[config.mk]
export PLATFORM = sky130hd
export DESIGN_NAME = seq_restoring_divider_flat
export DESIGN_NICKNAME = d
export VERILOG_FILES = /design/src/rtl/seq_restoring_divider_if.sv /design/src/rtl/seq_restoring_divider.sv /design/src/flat_wrapper.sv
export SDC_FILE = /design/constraint.sdc
export NUM_CORES = 1
export LEC_CHECK = 0
export ABC_AREA = 1
export CORE_MARGIN = 5
export CORE_UTILIZATION = 58
export DETAILED_ROUTE_END_ITERATION = 8
export MAX_ROUTING_LAYER = met4
export PLACE_DENSITY = 0.81
export REMOVE_ABC_BUFFERS = 1
export SLEW_MARGIN = 20
export SYNTH_ARGS = -nofsm -noshare
export SYNTH_HDL_FRONTEND = slang
export SYNTH_SLANG_ARGS = --single-unit
[constraint.sdc]
create_clock -name i_clk -period 2.3 [get_ports i_clk]
set_clock_uncertainty 0.1 [all_clocks]
set_input_delay 0.23 -clock i_clk [delete_from_list [all_inputs] [get_ports i_clk]]
set_output_delay 0.23 -clock i_clk [all_outputs]
set_load 0.02 [all_outputs]
[src/rtl/seq_restoring_divider_if.sv]
// Request/result bundle between the EX stage and the sequential divider.
// Master drives i_start/i_signed/operands/i_flush; slave returns busy/valid/results.
interface seq_restoring_divider_if #(
    parameter int WIDTH = 32
);
    logic             i_start;
    logic             i_signed;
    logic [WIDTH-1:0] i_dividend;
    logic [WIDTH-1:0] i_divisor;
    logic             i_flush;
    logic             o_busy;
    logic             o_valid;
    logic [WIDTH-1:0] o_quotient;
    logic [WIDTH-1:0] o_remainder;

    modport master (
        output i_start, i_signed, i_dividend, i_divisor, i_flush,
        input  o_busy, o_valid, o_quotient, o_remainder
    );

    modport slave (
        input  i_start, i_signed, i_dividend, i_divisor, i_flush,
        output o_busy, o_valid, o_quotient, o_remainder
    );
endinterface

[src/rtl/seq_restoring_divider.sv]
// Multi-cycle restoring divider for DIV/DIVU/REM/REMU, one bit per cycle.
// Ports: i_clk, i_rst_n (async, active-low), bus (slave side of the request bundle).
module seq_restoring_divider #(
    parameter int WIDTH = 32
) (
    input  logic                   i_clk,
    input  logic                   i_rst_n,
    seq_restoring_divider_if.slave bus
);
    localparam int CW = $clog2(WIDTH + 1);
    localparam logic [WIDTH-1:0] MIN_NEG = {1'b1, {(WIDTH-1){1'b0}}};

    typedef enum logic [1:0] {
        S_IDLE,
        S_CALC,
        S_DONE
    } state_e;

    state_e           state_q, state_d;
    logic [CW-1:0]    cnt_q, cnt_d;
    logic [WIDTH-1:0] dvd_q, dvd_d;
    logic [WIDTH-1:0] dvs_q, dvs_d;
    logic [WIDTH-1:0] rem_q, rem_d;
    logic             neg_quo_q, neg_quo_d;
    logic             neg_rem_q, neg_rem_d;
    logic             dz_q, dz_d;
    logic             ovf_q, ovf_d;
    logic [WIDTH-1:0] quo_out_q, quo_out_d;
    logic [WIDTH-1:0] rem_out_q, rem_out_d;
    logic             valid_q, valid_d;

    logic             dvd_neg;
    logic             dvs_neg;
    logic [WIDTH:0]   shifted;
    logic [WIDTH+1:0] diff;
    logic             no_borrow;
    logic [WIDTH-1:0] quo_fix;
    logic [WIDTH-1:0] rem_fix;

    always_comb begin
        dvd_neg = bus.i_signed & bus.i_dividend[WIDTH-1];
        dvs_neg = bus.i_signed & bus.i_divisor[WIDTH-1];

        // Full WIDTH+1 bit shifted remainder: the remainder MSB may be set
        // when the divisor is large, so it must not be dropped.
        shifted   = {rem_q, dvd_q[WIDTH-1]};
        diff      = {1'b0, shifted} - {2'b00, dvs_q};
        no_borrow = ~diff[WIDTH+1];

        // Quotient bits shift into dvd from the LSB, so dvd holds the
        // quotient magnitude once the counter has run out.
        quo_fix = neg_quo_q ? ({WIDTH{1'b0}} - dvd_q) : dvd_q;
        rem_fix = neg_rem_q ? ({WIDTH{1'b0}} - rem_q) : rem_q;

        state_d   = state_q;
        cnt_d     = cnt_q;
        dvd_d     = dvd_q;
        dvs_d     = dvs_q;
        rem_d     = rem_q;
        neg_quo_d = neg_quo_q;
        neg_rem_d = neg_rem_q;
        dz_d      = dz_q;
        ovf_d     = ovf_q;
        quo_out_d = quo_out_q;
        rem_out_d = rem_out_q;
        valid_d   = 1'b0;

        if (bus.i_flush) begin
            state_d = S_IDLE;
        end else begin
            unique case (state_q)
                S_IDLE, S_DONE: begin
                    if (bus.i_start) begin
                        state_d   = S_CALC;
                        cnt_d     = CW'(WIDTH);
                        dvd_d     = dvd_neg ? ({WIDTH{1'b0}} - bus.i_dividend)
                                            : bus.i_dividend;
                        dvs_d     = dvs_neg ? ({WIDTH{1'b0}} - bus.i_divisor)
                                            : bus.i_divisor;
                        rem_d     = '0;
                        neg_quo_d = dvd_neg ^ dvs_neg;
                        neg_rem_d = dvd_neg;
                        dz_d      = (bus.i_divisor == '0);
                        ovf_d     = bus.i_signed
                                  & (bus.i_dividend == MIN_NEG)
                                  & (bus.i_divisor == '1);
                    end else begin
                        state_d = S_IDLE;
                    end
                end
                S_CALC: begin
                    if (cnt_q != '0) begin
                        rem_d = no_borrow ? diff[WIDTH-1:0] : shifted[WIDTH-1:0];
                        dvd_d = {dvd_q[WIDTH-2:0], no_borrow};
                        cnt_d = cnt_q - CW'(1);
                    end else begin
                        // Fix-up cycle: sign correction and special cases.
                        state_d = S_DONE;
                        valid_d = 1'b1;
                        if (dz_q) begin
                            // Divisor 0 never borrows, so rem ends as |dividend|;
                            // re-applying the dividend sign restores the original.
                            quo_out_d = '1;
                            rem_out_d = rem_fix;
                        end else if (ovf_q) begin
                            quo_out_d = MIN_NEG;
                            rem_out_d = '0;
                        end else begin
                            quo_out_d = quo_fix;
                            rem_out_d = rem_fix;
                        end
                    end
                end
                default: begin
                    state_d = S_IDLE;
                end
            endcase
        end
    end

    always_ff @(posedge i_clk or negedge i_rst_n) begin
        if (!i_rst_n) begin
            state_q   <= S_IDLE;
            cnt_q     <= '0;
            dvd_q     <= '0;
            dvs_q     <= '0;
            rem_q     <= '0;
            neg_quo_q <= 1'b0;
            neg_rem_q <= 1'b0;
            dz_q      <= 1'b0;
            ovf_q     <= 1'b0;
            quo_out_q <= '0;
            rem_out_q <= '0;
            valid_q   <= 1'b0;
        end else begin
            state_q   <= state_d;
            cnt_q     <= cnt_d;
            dvd_q     <= dvd_d;
            dvs_q     <= dvs_d;
            rem_q     <= rem_d;
            neg_quo_q <= neg_quo_d;
            neg_rem_q <= neg_rem_d;
            dz_q      <= dz_d;
            ovf_q     <= ovf_d;
            quo_out_q <= quo_out_d;
            rem_out_q <= rem_out_d;
            valid_q   <= valid_d;
        end
    end

    // Busy covers the WIDTH iteration cycles; the final fix-up cycle is not
    // counted so the stall window is exactly WIDTH cycles.
    assign bus.o_busy      = (state_q == S_CALC) && (cnt_q != '0);
    assign bus.o_valid     = valid_q;
    assign bus.o_quotient  = quo_out_q;
    assign bus.o_remainder = rem_out_q;
endmodule

[src/flat_wrapper.sv]
// flat-port wrapper written by rule: the top's interface ports become plain ports
module seq_restoring_divider_flat 
#(
    parameter int WIDTH = 32
)
  (i_clk, i_rst_n, bus_i_start, bus_i_signed, bus_i_dividend, bus_i_divisor, bus_i_flush, bus_o_busy, bus_o_valid, bus_o_quotient, bus_o_remainder);
  seq_restoring_divider_if #(.WIDTH(WIDTH)) bus_i ();
  input  logic i_clk;
  input  logic i_rst_n;
  input wire logic [$bits(bus_i.i_start)-1:0] bus_i_start;
  input wire logic [$bits(bus_i.i_signed)-1:0] bus_i_signed;
  input wire logic [$bits(bus_i.i_dividend)-1:0] bus_i_dividend;
  input wire logic [$bits(bus_i.i_divisor)-1:0] bus_i_divisor;
  input wire logic [$bits(bus_i.i_flush)-1:0] bus_i_flush;
  output wire logic [$bits(bus_i.o_busy)-1:0] bus_o_busy;
  output wire logic [$bits(bus_i.o_valid)-1:0] bus_o_valid;
  output wire logic [$bits(bus_i.o_quotient)-1:0] bus_o_quotient;
  output wire logic [$bits(bus_i.o_remainder)-1:0] bus_o_remainder;
  assign bus_i.i_start = bus_i_start;
  assign bus_i.i_signed = bus_i_signed;
  assign bus_i.i_dividend = bus_i_dividend;
  assign bus_i.i_divisor = bus_i_divisor;
  assign bus_i.i_flush = bus_i_flush;
  assign bus_o_busy = bus_i.o_busy;
  assign bus_o_valid = bus_i.o_valid;
  assign bus_o_quotient = bus_i.o_quotient;
  assign bus_o_remainder = bus_i.o_remainder;
  seq_restoring_divider #(.WIDTH(WIDTH)) u_core (.i_clk(i_clk), .i_rst_n(i_rst_n), .bus(bus_i));
endmodule
==> results by group <==
Timing
  • Normalized max-slew margin: 67.87%
  • Unrepaired setup endpoints after global routing: true
  • Final worst setup slack: 0.06081 ns
  • Setup-failing EPs final: 0
  • Hold slack: 0.1865 ns
  • Max-slew violations: 0
  • Final Hold Fails: 0
  • Slew @ Worst Pin: 0.4769 ns
  • Final min period: 2.239 ns
  • Fmax achieved: 446.6 MHz
  • Ratio of final minimum period to clock period: 97.36%

Clocking
  • CTS buffer count: 17
  • Root buffer cell: clkbuf_16
  • Clk Latency, worst-skew pair: 0.44 ns
  • Clock Pin Slew Worst Setup and Hold Paths: 0.08 ns
  • CTS Sinks: 173
  • CTS tree: built
  • CTS HTree Levels: 4
  • Max Buffers Root-to-Sink: 2

Route
  • Drt total wl: 41970 um
  • Detailed-route via count: 14171
  • Antenna Nets Post-Route: 0
  • Router iterations before antenna repair: 6
  • # DRC: 0
  • Initial DRC Count: 1493
  • Avg WL per Cell: 16.72 um
  • Via density per instance: 5.646

Die
  • DIE AREA: 25650 um^2
  • Die X: 160.2 um
  • Placeable Area: 22430 um^2
  • I/O Pins: 135
  • # rows: 55
  • Initial Util: 58.30%
  • Height of the die: 160.2 um

Power
  • LEAKAGE: 0.008307 uW
  • Power Dens Cells: 1446 nW/um^2
  • Max VDD drop: 0.0006918 V

Synthesis
  • Post-synthesis sequential area ratio: 33.10%
  • Yosys cell types: 46
  • Synth warn: 0
  • Syn Area/Cell: 6.446 um^2
  • Asr flop ratio synth: 100.0%
  • Mapped cell area: 13080 um^2
  • Gate Count Post-Synth: 2029
  • Most common flop cell mapped by yosys: dfrtp_1
  • Post-synth EDFFs: 0
  • Area contributors post-synth: dfrtp_1 (33%), nand2_1 (20%), inv_1 (7.8%)
  • Synth area leader: dfrtp_1
  • Synthesized flop and latch total: 173
  • Yosys top cell area share: 33.10%

Setup path
  • Worst setup endpoint: u_core.rem_q[3]
  • CP Max Fanout: 24
  • Slowest cell on crit path: dfrtp_2
  • Crit Path Category: flip-flop to flip-flop
  • Critical Path Max Stage Delay: 0.46 ns
  • Worst setup SP type: flip-flop
  • Worst-case reg-to-reg path depth: 13
  • Crit path from: u_core.rem_q[1]
  • RR Startpoint: u_core.rem_q[1]
  • Worst R2R End: u_core.rem_q[3]
  • Crit. End Element: flip-flop
  • Required time of the critical path: 2.51 ns
  • Reg2Reg Setup Slack: 0.06 ns
  • Worst path cell trace: ha_4, nand2_1, nor2_2, nand3_1, nand3_2, nand2_2, nand2_2, nand2_4, nand2_8, buf_12, nand2_1, nand3_1, o21ai_1
  • WP data arrival: 2.45 ns

Cells and area
  • Area delta synth->final: 24.66%
  • Fill count: 1934
  • Layout cell share with drive strength beyond 1: 10.25%
  • FF+latch area: 4339 um^2
  • Area of the multi-input gates: 7841 um^2
  • # nets final: 2320

Flow run
  • Max Cap Viol: 0

GRT
  • Gr usage total: 32.86%
  • Largest net degree at the start of global routing: 62
  • GRT Residual Overflow: 0
  • First-pass GRT wire length: 66960 um
  • Vias in the first global route: 13164
  • Initial antenna violation count: 0

Hold path
  • Worst hold path class: input pin to async pin

Status
  • Outcome: finished, final reports clean

Place
  • DP HPWL: 32130 um
  • Worst slack at placement: -0.1067 ns
  • Buffers on Ports: 134
  • GP Congestion: 1.008
## cells in the mapped netlist, drive strengths merged (2+ instances only)
cell,count
nand2,690
inv,276
nand3,197
nor2,179
dfrtp,173
o21ai,134
a21oi,62
ha,39
xor2,37
nand4,36
buf,34
clkbuf,28
nor3,25
o22ai,22
o21bai,17
o221ai,16
xnor2,14
nand3b,9
nor4,9
o211ai,7
o31ai,6
or2,6
a21o,3
and2,3
a22o,2
## cell type report
cell class | count | area share [%]
Clock inverter | 13 | 0.9132
Tap cell | 285 | 2.187
Clock buffer | 19 | 2.717
Antenna cell | 1 | 0.01535
Sequential cell | 173 | 26.61
Inverter | 277 | 6.377
Timing Repair Buffer | 225 | 13.08
Multi-Input combinational cell | 1517 | 48.09
## where the power goes
| part | switching [uW] | internal [uW] |
|---|---|---|
| sequential | 1080 | 4220 |
| combinational | 9200 | 6050 |
| clock | 1450 | 1570 |
| total | 11700 | 11900 |
## registers in the layout, summed over array words and instances (netlist names)
| name | flops |
|---|---|
| u_core.state_q | 2 |
| u_core.dvd_q | 32 |
| u_core.dvs_q | 32 |
| u_core.bus.o_valid | 1 |
| u_core.neg_quo_q | 1 |
| u_core.bus.o_quotient | 32 |
| u_core.cnt_q | 6 |
| u_core.dz_q | 1 |
| u_core.bus.o_remainder | 32 |
| u_core.rem_q | 32 |
| u_core.ovf_q | 1 |
| u_core.neg_rem_q | 1 |
## worst max-delay path, delay by kind of cell, from the launching register on
family | cells | cell delay, ns
buffers and inverters | 1 | 0.16
flip-flops | 1 | 0.46
AO/OA/AOI/OAI | 1 | 0.08
AND/OR/NAND/NOR | 10 | 0.98
adder cells (fa/ha/maj) | 1 | 0.32
## kinds of logic after synthesis
| logic type | count (synthesis) | share of synthesized area [%] |
|---|---|---|
| AND/OR/NAND/NOR | 1154 | 37.41 |
| buffers and inverters | 339 | 10.15 |
| AO/OA/AOI/OAI | 272 | 12.04 |
| flip-flops | 173 | 33.10 |
| XOR/XNOR | 51 | 3.415 |
| adder cells (fa/ha/maj) | 40 | 3.884 |
## cell usage in the layout (no fill, tap or decap), types with 14 or more instances in the layout
cell,count
clkbuf_16,17
nand2_2,18
xnor2_1,14
a21oi_1,57
dfrtp_1,165
nor3_1,21
clkdlybuf4s50_1,132
inv_1,267
o22ai_1,22
nand2_1,669
nand4_1,36
buf_4,79
xor2_1,37
nor2_1,159
o221ai_1,16
ha_4,24
o21ai_0,113
nand3_1,195
o21ai_1,18
o21bai_1,16
ha_1,14
nor2_2,14
## metrics by stage
step	util [%]	setup TNS [ns]	cell area, um^2	instances	power, uW
6_report	72.68	0	16300	2510	23580
5_1_grt	72.67	-0.09991	16300	2509	25430
4_1_cts	70.80	0	15880	2506	22390
3_5_place_dp	67.94	-0.3796	15240	2473	19230
3_3_place_gp	67.94	-0.1371	15240	2473	18960
2_1_floorplan	-	-156.26	12790	1967	14190
## how the worst min path moves through the flow
stage / startpoint / to / cells past startpoint
finish: i_rst_n / u_core.dvs_q[5] / 2
global route: i_rst_n / u_core.dvs_q[0] / 2
CTS: i_rst_n / u_core.dvs_q[5] / 2
detailed placement: i_rst_n / u_core.dvs_q[3] / 1
global placement: i_rst_n / u_core.dvs_q[3] / 1
floorplan: i_rst_n / u_core.bus.o_quotient[0] / 0
## timing repair
action	CTS	global route
gates cloned	0	0
gates resized for setup	4	81
buffers inserted	0	3
setup endpoints to repair	9	49
pin swaps	0	4
hold endpoints to repair	63	0
hold buffers	1	0
## layer usage
layer  track usage, %  vias up  wire length (um)
met3            5.445       89              3754
met4            9.151        0              1013
met1            46.55     6492             18760
met5                -        -                 0
li1                 -     6906                 -
met2            48.98      684             18440
Power figures use the tool's default switching activity.
